### config.mk
export PLATFORM = sky130hd
export DESIGN_NAME = palette_lookup_arbiter_flat
export DESIGN_NICKNAME = d
export VERILOG_FILES = /design/src/rtl/palette_pkg.sv /design/src/rtl/palette_lookup_arbiter_if.sv /design/src/rtl/palette_lookup_arbiter_rr_arbiter.sv /design/src/rtl/palette_lookup_arbiter.sv /design/src/flat_wrapper.sv
export SDC_FILE = /design/constraint.sdc
export NUM_CORES = 1
export LEC_CHECK = 0
export BUFFER_PORTS_ARGS = -buffer_cell sky130_fd_sc_hd__buf_2
export CAP_MARGIN = 10
export CORE_MARGIN = 4
export CORE_UTILIZATION = 50
export CTS_BUF_LIST = sky130_fd_sc_hd__clkbuf_4
export DETAILED_ROUTE_END_ITERATION = 6
export GPL_TIMING_DRIVEN = 0
export HOLD_SLACK_MARGIN = 0.05
export PLACE_DENSITY_LB_ADDON = 0.05
export SLEW_MARGIN = 10
export SYNTH_ARGS = -nofsm -noshare
export SYNTH_HDL_FRONTEND = slang
export SYNTH_SLANG_ARGS = --single-unit
export TNS_END_PERCENT = 5
### constraint.sdc
create_clock -name clk -period 4.79 [get_ports clk]
set_clock_uncertainty 0.1 [all_clocks]
set_input_delay 0 -clock clk [delete_from_list [all_inputs] [get_ports clk]]
set_output_delay 0 -clock clk [all_outputs]
set_load 0.02 [all_outputs]
### src/rtl/palette_pkg.sv
// Shared widths, color type and chroma-key default for the palette lookup path.
package palette_pkg;

    localparam int unsigned PAL_IDX_W = 4;
    localparam int unsigned RGB_W     = 12;
    localparam int unsigned ID_W      = 3;

    typedef struct packed {
        logic [3:0] red;
        logic [3:0] green;
        logic [3:0] blue;
    } rgb_t;

    localparam logic [RGB_W-1:0] KEY_RGB_DEFAULT = 12'hF0D;

    // A pixel is drawn unless its looked-up color is the chroma key.
    function automatic logic is_opaque(input rgb_t color, input rgb_t key);
        return color != key;
    endfunction

endpackage

### src/rtl/palette_lookup_arbiter_if.sv
// Requester, palette and response signals shared between the sprite readers and the arbiter.
interface palette_lookup_arbiter_if #(
    parameter int unsigned N_REQ = 5
);
    import palette_pkg::*;

    logic [N_REQ-1:0]           req;
    logic [PAL_IDX_W*N_REQ-1:0] req_idx;
    logic [N_REQ-1:0]           gnt;
    logic [PAL_IDX_W-1:0]       pal_index;
    rgb_t                       pal_rgb;
    logic                       rsp_valid;
    logic [ID_W-1:0]            rsp_id;
    rgb_t                       rsp_rgb;
    logic                       rsp_opaque;
    logic                       rsp_ready;

    modport master (
        output req, req_idx, pal_rgb, rsp_ready,
        input  gnt, pal_index, rsp_valid, rsp_id, rsp_rgb, rsp_opaque
    );

    modport slave (
        input  req, req_idx, pal_rgb, rsp_ready,
        output gnt, pal_index, rsp_valid, rsp_id, rsp_rgb, rsp_opaque
    );

endinterface

### src/rtl/palette_lookup_arbiter_rr_arbiter.sv
// Combinational round-robin arbiter: first asserted request at or after ptr, with wrap.
module rr_arbiter #(
    parameter int unsigned N = 5
) (
    input  logic [N-1:0]         req,
    input  logic [$clog2(N)-1:0] ptr,
    input  logic                 en,
    output logic [N-1:0]         gnt
);

    localparam int unsigned PTR_W = $clog2(N);

    logic             found;
    logic [PTR_W-1:0] pos;

    // ptr is always below N, so one conditional subtract is enough to wrap.
    function automatic logic [PTR_W-1:0] wrap_add(input logic [PTR_W-1:0] base,
                                                  input int unsigned off);
        int unsigned sum;
        sum = 32'(base) + off;
        if (sum >= N) begin
            sum = sum - N;
        end
        return PTR_W'(sum);
    endfunction

    always_comb begin
        gnt   = '0;
        found = 1'b0;
        pos   = '0;
        for (int unsigned k = 0; k < N; k++) begin
            pos = wrap_add(ptr, k);
            if (en && !found && req[pos]) begin
                gnt[pos] = 1'b1;
                found    = 1'b1;
            end
        end
    end

endmodule

### src/rtl/palette_lookup_arbiter.sv
// Round-robin share of the single palette lookup among sprite requesters, two-stage
// pipeline (index, then color) returning RGB, requester ID and a transparency flag.
module palette_lookup_arbiter
    import palette_pkg::*;
#(
    parameter int unsigned      N_REQ   = 5,
    parameter logic [RGB_W-1:0] KEY_RGB = KEY_RGB_DEFAULT
) (
    input logic                 clk,
    input logic                 reset,
    palette_lookup_arbiter_if.slave bus
);

    localparam int unsigned PTR_W = $clog2(N_REQ);

    logic [PTR_W-1:0]     ptr,         ptr_nxt;
    logic                 s1_valid,    s1_valid_nxt;
    logic [ID_W-1:0]      s1_id,       s1_id_nxt;
    logic [PAL_IDX_W-1:0] pal_index_q, pal_index_nxt;
    logic                 rsp_valid_q, rsp_valid_nxt;
    logic [ID_W-1:0]      rsp_id_q,    rsp_id_nxt;
    rgb_t                 rsp_rgb_q,   rsp_rgb_nxt;
    logic                 rsp_opaque_q, rsp_opaque_nxt;

    logic                 stall;
    logic                 arb_en;
    logic [N_REQ-1:0]     gnt;
    logic                 gnt_any;
    logic [ID_W-1:0]      gnt_id;
    logic [PAL_IDX_W-1:0] gnt_idx;

    // A held response freezes the whole pipe, and no new grant may enter it.
    assign stall  = rsp_valid_q & ~bus.rsp_ready;
    assign arb_en = ~stall & ~reset;

    rr_arbiter #(
        .N(N_REQ)
    ) u_rr_arbiter (
        .req(bus.req),
        .ptr(ptr),
        .en (arb_en),
        .gnt(gnt)
    );

    assign gnt_any = |gnt;

    // Encode the one-hot grant and pick the winner's palette index.
    always_comb begin
        gnt_id  = '0;
        gnt_idx = '0;
        for (int unsigned i = 0; i < N_REQ; i++) begin
            if (gnt[i]) begin
                gnt_id  = ID_W'(i);
                gnt_idx = bus.req_idx[i*PAL_IDX_W +: PAL_IDX_W];
            end
        end
    end

    // Next-state: S1 and S2 advance together whenever the response is free or taken.
    always_comb begin
        ptr_nxt        = ptr;
        s1_valid_nxt   = s1_valid;
        s1_id_nxt      = s1_id;
        pal_index_nxt  = pal_index_q;
        rsp_valid_nxt  = rsp_valid_q;
        rsp_id_nxt     = rsp_id_q;
        rsp_rgb_nxt    = rsp_rgb_q;
        rsp_opaque_nxt = rsp_opaque_q;

        if (!stall) begin
            s1_valid_nxt   = gnt_any;
            rsp_valid_nxt  = s1_valid;
            rsp_id_nxt     = s1_id;
            rsp_rgb_nxt    = bus.pal_rgb;
            rsp_opaque_nxt = is_opaque(bus.pal_rgb, rgb_t'(KEY_RGB));
            if (gnt_any) begin
                s1_id_nxt     = gnt_id;
                pal_index_nxt = gnt_idx;
                ptr_nxt       = (gnt_id == ID_W'(N_REQ - 1)) ? '0 : PTR_W'(gnt_id + ID_W'(1));
            end
        end
    end

    always_ff @(posedge clk) begin
        if (reset) begin
            ptr          <= '0;
            s1_valid     <= 1'b0;
            s1_id        <= '0;
            pal_index_q  <= '0;
            rsp_valid_q  <= 1'b0;
            rsp_id_q     <= '0;
            rsp_rgb_q    <= '0;
            rsp_opaque_q <= 1'b0;
        end else begin
            ptr          <= ptr_nxt;
            s1_valid     <= s1_valid_nxt;
            s1_id        <= s1_id_nxt;
            pal_index_q  <= pal_index_nxt;
            rsp_valid_q  <= rsp_valid_nxt;
            rsp_id_q     <= rsp_id_nxt;
            rsp_rgb_q    <= rsp_rgb_nxt;
            rsp_opaque_q <= rsp_opaque_nxt;
        end
    end

    assign bus.gnt        = gnt;
    assign bus.pal_index  = pal_index_q;
    assign bus.rsp_valid  = rsp_valid_q;
    assign bus.rsp_id     = rsp_id_q;
    assign bus.rsp_rgb    = rsp_rgb_q;
    assign bus.rsp_opaque = rsp_opaque_q;

endmodule

### src/flat_wrapper.sv
// flat-port wrapper written by rule: the top's interface ports become plain ports
module palette_lookup_arbiter_flat import palette_pkg::*;
#(
    parameter int unsigned      N_REQ   = 5,
    parameter logic [RGB_W-1:0] KEY_RGB = KEY_RGB_DEFAULT
)
  (clk, reset, bus_req, bus_req_idx, bus_pal_rgb, bus_rsp_ready, bus_gnt, bus_pal_index, bus_rsp_valid, bus_rsp_id, bus_rsp_rgb, bus_rsp_opaque);
  palette_lookup_arbiter_if #(.N_REQ(N_REQ)) bus_i ();
  input logic clk;
  input logic reset;
  input wire logic [$bits(bus_i.req)-1:0] bus_req;
  input wire logic [$bits(bus_i.req_idx)-1:0] bus_req_idx;
  input wire logic [$bits(bus_i.pal_rgb)-1:0] bus_pal_rgb;
  input wire logic [$bits(bus_i.rsp_ready)-1:0] bus_rsp_ready;
  output wire logic [$bits(bus_i.gnt)-1:0] bus_gnt;
  output wire logic [$bits(bus_i.pal_index)-1:0] bus_pal_index;
  output wire logic [$bits(bus_i.rsp_valid)-1:0] bus_rsp_valid;
  output wire logic [$bits(bus_i.rsp_id)-1:0] bus_rsp_id;
  output wire logic [$bits(bus_i.rsp_rgb)-1:0] bus_rsp_rgb;
  output wire logic [$bits(bus_i.rsp_opaque)-1:0] bus_rsp_opaque;
  assign bus_i.req = bus_req;
  assign bus_i.req_idx = bus_req_idx;
  assign bus_i.pal_rgb = bus_pal_rgb;
  assign bus_i.rsp_ready = bus_rsp_ready;
  assign bus_gnt = bus_i.gnt;
  assign bus_pal_index = bus_i.pal_index;
  assign bus_rsp_valid = bus_i.rsp_valid;
  assign bus_rsp_id = bus_i.rsp_id;
  assign bus_rsp_rgb = bus_i.rsp_rgb;
  assign bus_rsp_opaque = bus_i.rsp_opaque;
  palette_lookup_arbiter #(.N_REQ(N_REQ), .KEY_RGB(KEY_RGB)) u_core (.clk(clk), .reset(reset), .bus(bus_i));
endmodule
==> results of run 1 <==
## layout make-up
class	count	area, µm²	share of cell area [%]
multi-input combinational	273	1810	55.1
buffer	22	109	3.31
tap	67	83.8	2.55
timing repair buffer	95	636	19.3
inverter	17	63.8	1.94
clock buffer	3	22.5	0.684
sequential	28	562	17.1
## routing by layer
metal  wire length, µm  GRT usage (%)  vias to the layer above
li1                  -              -                     1452
met1              3740           36.9                     1390
met2              3530           40.5                      149
met3               735           4.88                       13
met4                89           3.78                        0
met5                 0              0                        -
## power groups by stage
stage / sequential [mW] / combinational (mW) / clock (mW)
after floorplan: 0.368 / 0.998 / 0
after global placement: 0.331 / 1.34 / 0
after detailed placement: 0.332 / 1.35 / 0
after CTS: 0.327 / 1.39 / 0.0978
after global routing: 0.336 / 1.55 / 0.107
final: 0.328 / 1.43 / 0.0945
## state kept, by name, indices dropped and copies added, names as in the netlist
signal,count
u_core.bus.rsp_opaque,1
u_core.bus.rsp_id,3
u_core.bus.rsp_rgb,12
u_core.bus.rsp_valid,1
u_core.ptr,3
u_core.s1_id,3
u_core.bus.pal_index,4
u_core.s1_valid,1
## cells by family (layout without fill, tap and decap cells)
group / count (synthesis) / after routing
adders and majority gates: 12 / 12
muxes: 8 / 8
AOI/OAI and AO/OA: 101 / 101
buffers and inverters: 39 / 137
and+or+nand+nor: 148 / 148
DFF: 28 / 28
xor gates and xnor gates: 4 / 4
## layout by cell type (no fill, tap or decap), drive strengths merged, types with 4 or more instances in the layout
master and instances:
a21o 4, a21oi 34, a31oi 8, a32o 4, and2 5, buf 74, clkbuf 14, dfxtp 28
dlygate4sd3 32, ha 11, inv 16, mux2i 8, nand2 54, nand2b 10, nand3 15, nand4 7
nor2 18, nor2b 10, nor4bb 5, o21ai 12, o22ai 4
## what timing repair did
item,CTS,global route
hold buffers,32,0
setup endpoints to repair,0,11
resized for setup,0,6
endpoints found under the hold margin,19,0
## worst max-delay path by stage
| stage | startpoint | slack (ns) | to |
|---|---|---|---|
| after floorplan | u_core.ptr[1] | 0.95 | u_core.ptr[2] |
| after global placement | u_core.ptr[1] | 0.26 | u_core.ptr[1] |
| after detailed placement | u_core.ptr[1] | 0.24 | u_core.ptr[1] |
| after CTS | u_core.ptr[1] | 0.05 | u_core.bus.pal_index[1] |
| after global routing | u_core.ptr[1] | 0.05 | u_core.bus.pal_index[2] |
| final | u_core.ptr[1] | 0.43 | u_core.bus.pal_index[2] |
## tightest hold or removal path, stage by stage
cell and delay, ns:
buf_2 0.08, nor2b_1 0.03, clkbuf_1 0.20, nand2_1 0.11
a21oi_1 0.05
==> impl_metrics.env, run 1 <==
export IMPL_cp_cell_sequence="clkbuf_2 -> inv_1 -> ha_1 -> buf_2 -> buf_2 -> a211oi_1 -> a2111o_1 -> o41ai_1 -> a32oi_1 -> clkbuf_2 -> o22ai_1 -> dlygate4sd3_1 -> o21ai_1"
export IMPL_grt_pass1_vias=2670
export IMPL_finalNetCount=492
export IMPL_worstSetupPathType="register to register"
export IMPL_drt_vias_per_instance=5.95
export IMPL_whs_ns=0.0784
export IMPL_yosysMostFrequentCell="nand2_1"
export IMPL_syn_nets=392
export IMPL_fp_row_count=25
export IMPL_yosys_top_cells_count="nand2_1 (54), a21oi_1 (33), dfxtp_1 (28)"
export IMPL_synth_top_cells_by_area="dfxtp_1 (22%), nand2_1 (8.0%), a21oi_1 (6.5%)"
export IMPL_place_gp_congestion=0.980
export IMPL_min_to="u_core.bus.rsp_rgb[9]"
export IMPL_wire_per_inst_um=16.0
export IMPL_area_growth_pct=29.4
export IMPL_start_util_pct=52.8
export IMPL_cts_tree="yes"
export IMPL_async_flop_share_pct=0
export IMPL_yosysTopAreaCell="dfxtp_1"
export IMPL_timing_max_cap_violations=0
export IMPL_die_h_um=79.3
export IMPL_vias=3004
export IMPL_dieArea_um2=6290
export IMPL_hp_class="primary input to register"
export IMPL_grt_usage_pct=25.6
export IMPL_power_leakage_nw=1.51
export IMPL_grt_pass1_wl_mm=13.1
export IMPL_utilization_pct=68.3
export IMPL_critPathLaunchType="register"
export IMPL_setup_viol=0
export IMPL_antenna_found_initial=0
export IMPL_netlist_instances=340
export IMPL_hold_viol_final=0
export IMPL_final_max_slew_viol_count=0
export IMPL_period_share_pct=91.0
export IMPL_coreArea_um2=4820
export IMPL_postSynthAreaPerCell_um2=7.48
export IMPL_synthDistinctLibCells=72
export IMPL_dp_hpwl_mm=5.72
export IMPL_dp_cells=470
export IMPL_dieWidth_um=79.3
export IMPL_p_sw_uw=975
export IMPL_synth_mux_area_share_pct=3.15
export IMPL_internal_power_uw=878
export IMPL_worst_slew_pin_slew_ns=0.532
export IMPL_crit_reg2reg_launch="u_core.ptr[1]"
export IMPL_netlist_area_leader_share_pct=22.0
export IMPL_fmax_ghz=0.229
export IMPL_drt_iter0_drc=216
export IMPL_p_sw_share_pct=52.6
export IMPL_power_mw=1.85
export IMPL_crit_cells=13
export IMPL_synth_seq_area_share_pct=22.0
export IMPL_final_antenna_net_count=0
export IMPL_cts_buffer_depth=2
export IMPL_io_pins=66
export IMPL_drive_gt1_share_pct=21.2
export IMPL_r2r_end="u_core.bus.pal_index[2]"
export IMPL_vdd_drop_max_v=0.000351
export IMPL_worstRegToRegCells=13
export IMPL_synth_area_um2=2540
export IMPL_slew_headroom_pct=64.2
export IMPL_arrival_ns=4.49
export IMPL_power_density_nw_per_um2=563
export IMPL_clock_root_buffer="clkbuf_4"
export IMPL_drc=0
export IMPL_setup_tns_ns=0
export IMPL_fill_cells=432
export IMPL_final_cell_count_no_fill=505
export IMPL_rsz0062_at_grt="no"
export IMPL_pwr_share_comb_pct=77.2
export IMPL_grt_overflow=0
export IMPL_cts_buffers_inserted=3
export IMPL_synth_top_family_by_area="simple AND/OR/NAND/NOR gates"
export IMPL_cp_top_family="buffers and inverters"
export IMPL_cp_slowest_cell="dlygate4sd3_1"
export IMPL_ff2ff_setup_slack_ns=0.43
export IMPL_pre_cts_ws_ns=0.239
export IMPL_synth_edf_count=0
export IMPL_design_area_um2=3290
export IMPL_firstDrtPassIters=5
export IMPL_place_area_um2=2940
export IMPL_synthAdderAreaFrac_pct=6.20
export IMPL_crit_fanout=10
export IMPL_cp_end_kind="register"
export IMPL_synth_seq_cells=28
export IMPL_wl_mm=8.09
export IMPL_final_min_clock_period_ns=4.36
export IMPL_post_cts_buffers=0
export IMPL_n_antenna_cell=0
export IMPL_cp_required_ns=4.92
export IMPL_h_tree_depth=1
export IMPL_critPathBufInv=6
export IMPL_portBuffers=63
export IMPL_hold_depth=5
export IMPL_seqPwrFrac_pct=17.7
export IMPL_hold_start="bus_rsp_ready"
export IMPL_synth_xor_area_share_pct=2.12
export IMPL_synth_compound_area_share_pct=28.6
export IMPL_status="finished clean"
export IMPL_yosys_warnings=0
export IMPL_clock_latency_ns=0.32
export IMPL_grt_max_degree=15
export IMPL_cpPeakStageDelay_ns=0.58
export IMPL_finalWorstSetupSlack_ns=0.429
export IMPL_power_share_clock_pct=5.1
export IMPL_clock_sinks=28
export IMPL_synth_simple_area_share_pct=31.2
export IMPL_ys_flop_type="dfxtp_1"
export IMPL_cts_clk_slew_worst_paths_ns=0.14
Power figures use the tool's default switching activity.
==> run 2, diff against run 1 <==
--- a/config.mk
+++ b/config.mk
@@ -7,6 +7,7 @@
 export LEC_CHECK = 0
 export BUFFER_PORTS_ARGS = -buffer_cell sky130_fd_sc_hd__buf_2
 export CAP_MARGIN = 10
+export CORE_ASPECT_RATIO = 1.5
 export CORE_MARGIN = 4
 export CORE_UTILIZATION = 50
 export CTS_BUF_LIST = sky130_fd_sc_hd__clkbuf_4
==> impl_metrics.env, run 2 (synthesis gave the netlist of run 1 again) <==
export IMPL_wl_mm=8.98
export IMPL_arrival_ns=4.70
export IMPL_hold_viol_final=0
export IMPL_final_max_slew_viol_count=0
export IMPL_drive_gt1_share_pct=20.9
export IMPL_dieWidth_um=66.2
export IMPL_drc=0
export IMPL_dieArea_um2=6310
export IMPL_cts_clk_slew_worst_paths_ns=0.16
export IMPL_drt_vias_per_instance=5.94
export IMPL_power_density_nw_per_um2=576
export IMPL_fill_cells=458
export IMPL_place_area_um2=2940
export IMPL_rsz0062_at_grt="no"
export IMPL_grt_max_degree=17
export IMPL_clock_sinks=28
export IMPL_die_h_um=95.3
export IMPL_place_gp_congestion=0.952
export IMPL_hold_start="bus_rsp_ready"
export IMPL_whs_ns=0.0907
export IMPL_grt_pass1_vias=3067
export IMPL_drt_iter0_drc=156
export IMPL_dp_hpwl_mm=6.34
export IMPL_r2r_end="u_core.ptr[1]"
export IMPL_vias=3013
export IMPL_cp_slowest_cell="o311ai_4"
export IMPL_cp_end_kind="register"
export IMPL_dp_cells=469
export IMPL_timing_max_cap_violations=0
export IMPL_worstRegToRegCells=15
export IMPL_cts_buffers_inserted=3
export IMPL_cts_buffer_depth=2
export IMPL_final_common_cell="buf_2"
export IMPL_crit_fanout=10
export IMPL_clock_latency_ns=0.34
export IMPL_worstSetupPathType="register to register"
export IMPL_design_area_um2=3330
export IMPL_power_leakage_nw=1.52
export IMPL_crit_end="u_core.ptr[1]"
export IMPL_crit_cells=15
export IMPL_ff2ff_setup_slack_ns=0.22
export IMPL_critPathLaunchType="register"
export IMPL_slew_headroom_pct=62.9
export IMPL_fmax_ghz=0.219
export IMPL_largest_reg_flops=12
export IMPL_wire_per_inst_um=17.7
export IMPL_grt_pass1_wl_mm=14.1
export IMPL_cp_cell_sequence="clkbuf_2 -> inv_1 -> ha_1 -> ha_1 -> inv_1 -> a32o_1 -> o21ai_0 -> nand4_1 -> nand2b_1 -> o311ai_4 -> nor2_1 -> inv_1 -> ha_1 -> o211ai_1 -> a21oi_1"
export IMPL_cp_top_family="compound AO/OA/AOI/OAI gates"
export IMPL_portBuffers=63
export IMPL_grt_usage_pct=29.0
export IMPL_critPathBufInv=4
export IMPL_hp_class="primary input to register"
export IMPL_grt_overflow=0
export IMPL_cp_required_ns=4.92
export IMPL_h_tree_depth=1
export IMPL_firstDrtPassIters=4
export IMPL_setup_viol=0
export IMPL_cpPeakStageDelay_ns=0.56
export IMPL_setup_tns_ns=0
export IMPL_status="finished clean"
export IMPL_final_cell_count_no_fill=507
export IMPL_final_cell_mix="buf_2 (70), nand2_1 (54), a21oi_1 (33), dlygate4sd3_1 (33), dfxtp_1 (28)"
export IMPL_cts_tree="yes"
export IMPL_setup_worst_path_start="u_core.ptr[1]"
export IMPL_final_min_clock_period_ns=4.57
export IMPL_area_growth_pct=31.0
export IMPL_start_util_pct=52.0
export IMPL_crit_reg2reg_launch="u_core.ptr[1]"
export IMPL_finalNetCount=493
export IMPL_period_share_pct=95.5
export IMPL_io_pins=66
export IMPL_vdd_drop_max_v=0.000454
export IMPL_worst_slew_pin_slew_ns=0.552
export IMPL_clock_root_buffer="clkbuf_4"
export IMPL_fp_row_count=31
export IMPL_final_antenna_net_count=0
export IMPL_coreArea_um2=4890
export IMPL_antenna_found_initial=0
-- run 2: cell count changes in the layout (fill, tap and decap cells not counted) --
cell / change
dfxtp_1: +1
dlygate4sd3_1: +1
clkbuf_1: +1
clkbuf_2: -1
bufinv_16: +1
diode_2: +1
dfxtp_2: -1
-- run 2: what timing repair did --
| item | CTS | global route |
|---|---|---|
| hold buffers | 33 | 0 |
| gates resized for setup | 0 | 3 |
| buffers inserted | 0 | 0 |
| endpoints found under the setup margin | 0 | 14 |
| hold endpoints to repair | 19 | 0 |
-- run 2: routing by layer --
| layer | part of all wire [%] | vias up | GRT usage, % | routed length [µm] |
|---|---|---|---|---|
| li1 | - | 1458 | - | - |
| met1 | 36 | 1435 | 28.1 | 3260 |
| met2 | 57 | 103 | 57.8 | 5120 |
| met3 | 4.0 | 17 | 2.24 | 360 |
| met4 | 2.7 | 0 | 15.9 | 242 |
| met5 | 0 | - | 0 | 0 |
-- run 2: through the flow --
step | setup slack (ns) | utilization (%) | total power, mW
final | 0.216 | 68.1 | 1.92
after global routing | 0.0104 | 68.1 | 2.05
after CTS | 0.0268 | 68.0 | 1.88
after detailed placement | 0.0384 | 60.2 | 1.70
after global placement | 0.0315 | 60.2 | 1.69
after floorplan | 0.955 | - | 1.37
-- run 2: worst min-delay path by stage --
stage | cells past startpoint | end
floorplan | 1 | u_core.bus.rsp_id[0]
global placement | 2 | u_core.bus.rsp_id[0]
detailed placement | 2 | u_core.bus.rsp_id[1]
CTS | 5 | u_core.bus.rsp_rgb[10]
global route | 5 | u_core.bus.rsp_id[0]
finish | 5 | u_core.bus.rsp_rgb[9]
-- run 2: cell type report --
cell class | count | area (µm²) | share of cell area (%)
clock inverters | 1 | 30.0 | 0.902
inverters | 17 | 63.8 | 1.92
multi-input cells | 273 | 1810 | 54.5
well taps | 66 | 82.6 | 2.48
flip-flops and latches | 28 | 561 | 16.8
plain buffers | 22 | 108 | 3.23
diodes | 1 | 2.50 | 0.0752
clock buffers | 3 | 22.5 | 0.676
repair buffers | 96 | 646 | 19.4
-- run 2: tightest hold or removal path, delay by kind of cell --
family          cells  cell delay [ns]
buf+inv             2             0.30
simple gates        2             0.16
compound gates      1             0.05
-- run 2: report_power, final --
group	leakage, nW	switching (mW)	total, mW	internal, mW
Sequential	0.232	0.0388	0.330	0.291
Clock	0.0279	0.0740	0.159	0.0847
Combinational	1.26	0.883	1.43	0.548
Total	1.52	0.996	1.92	0.923
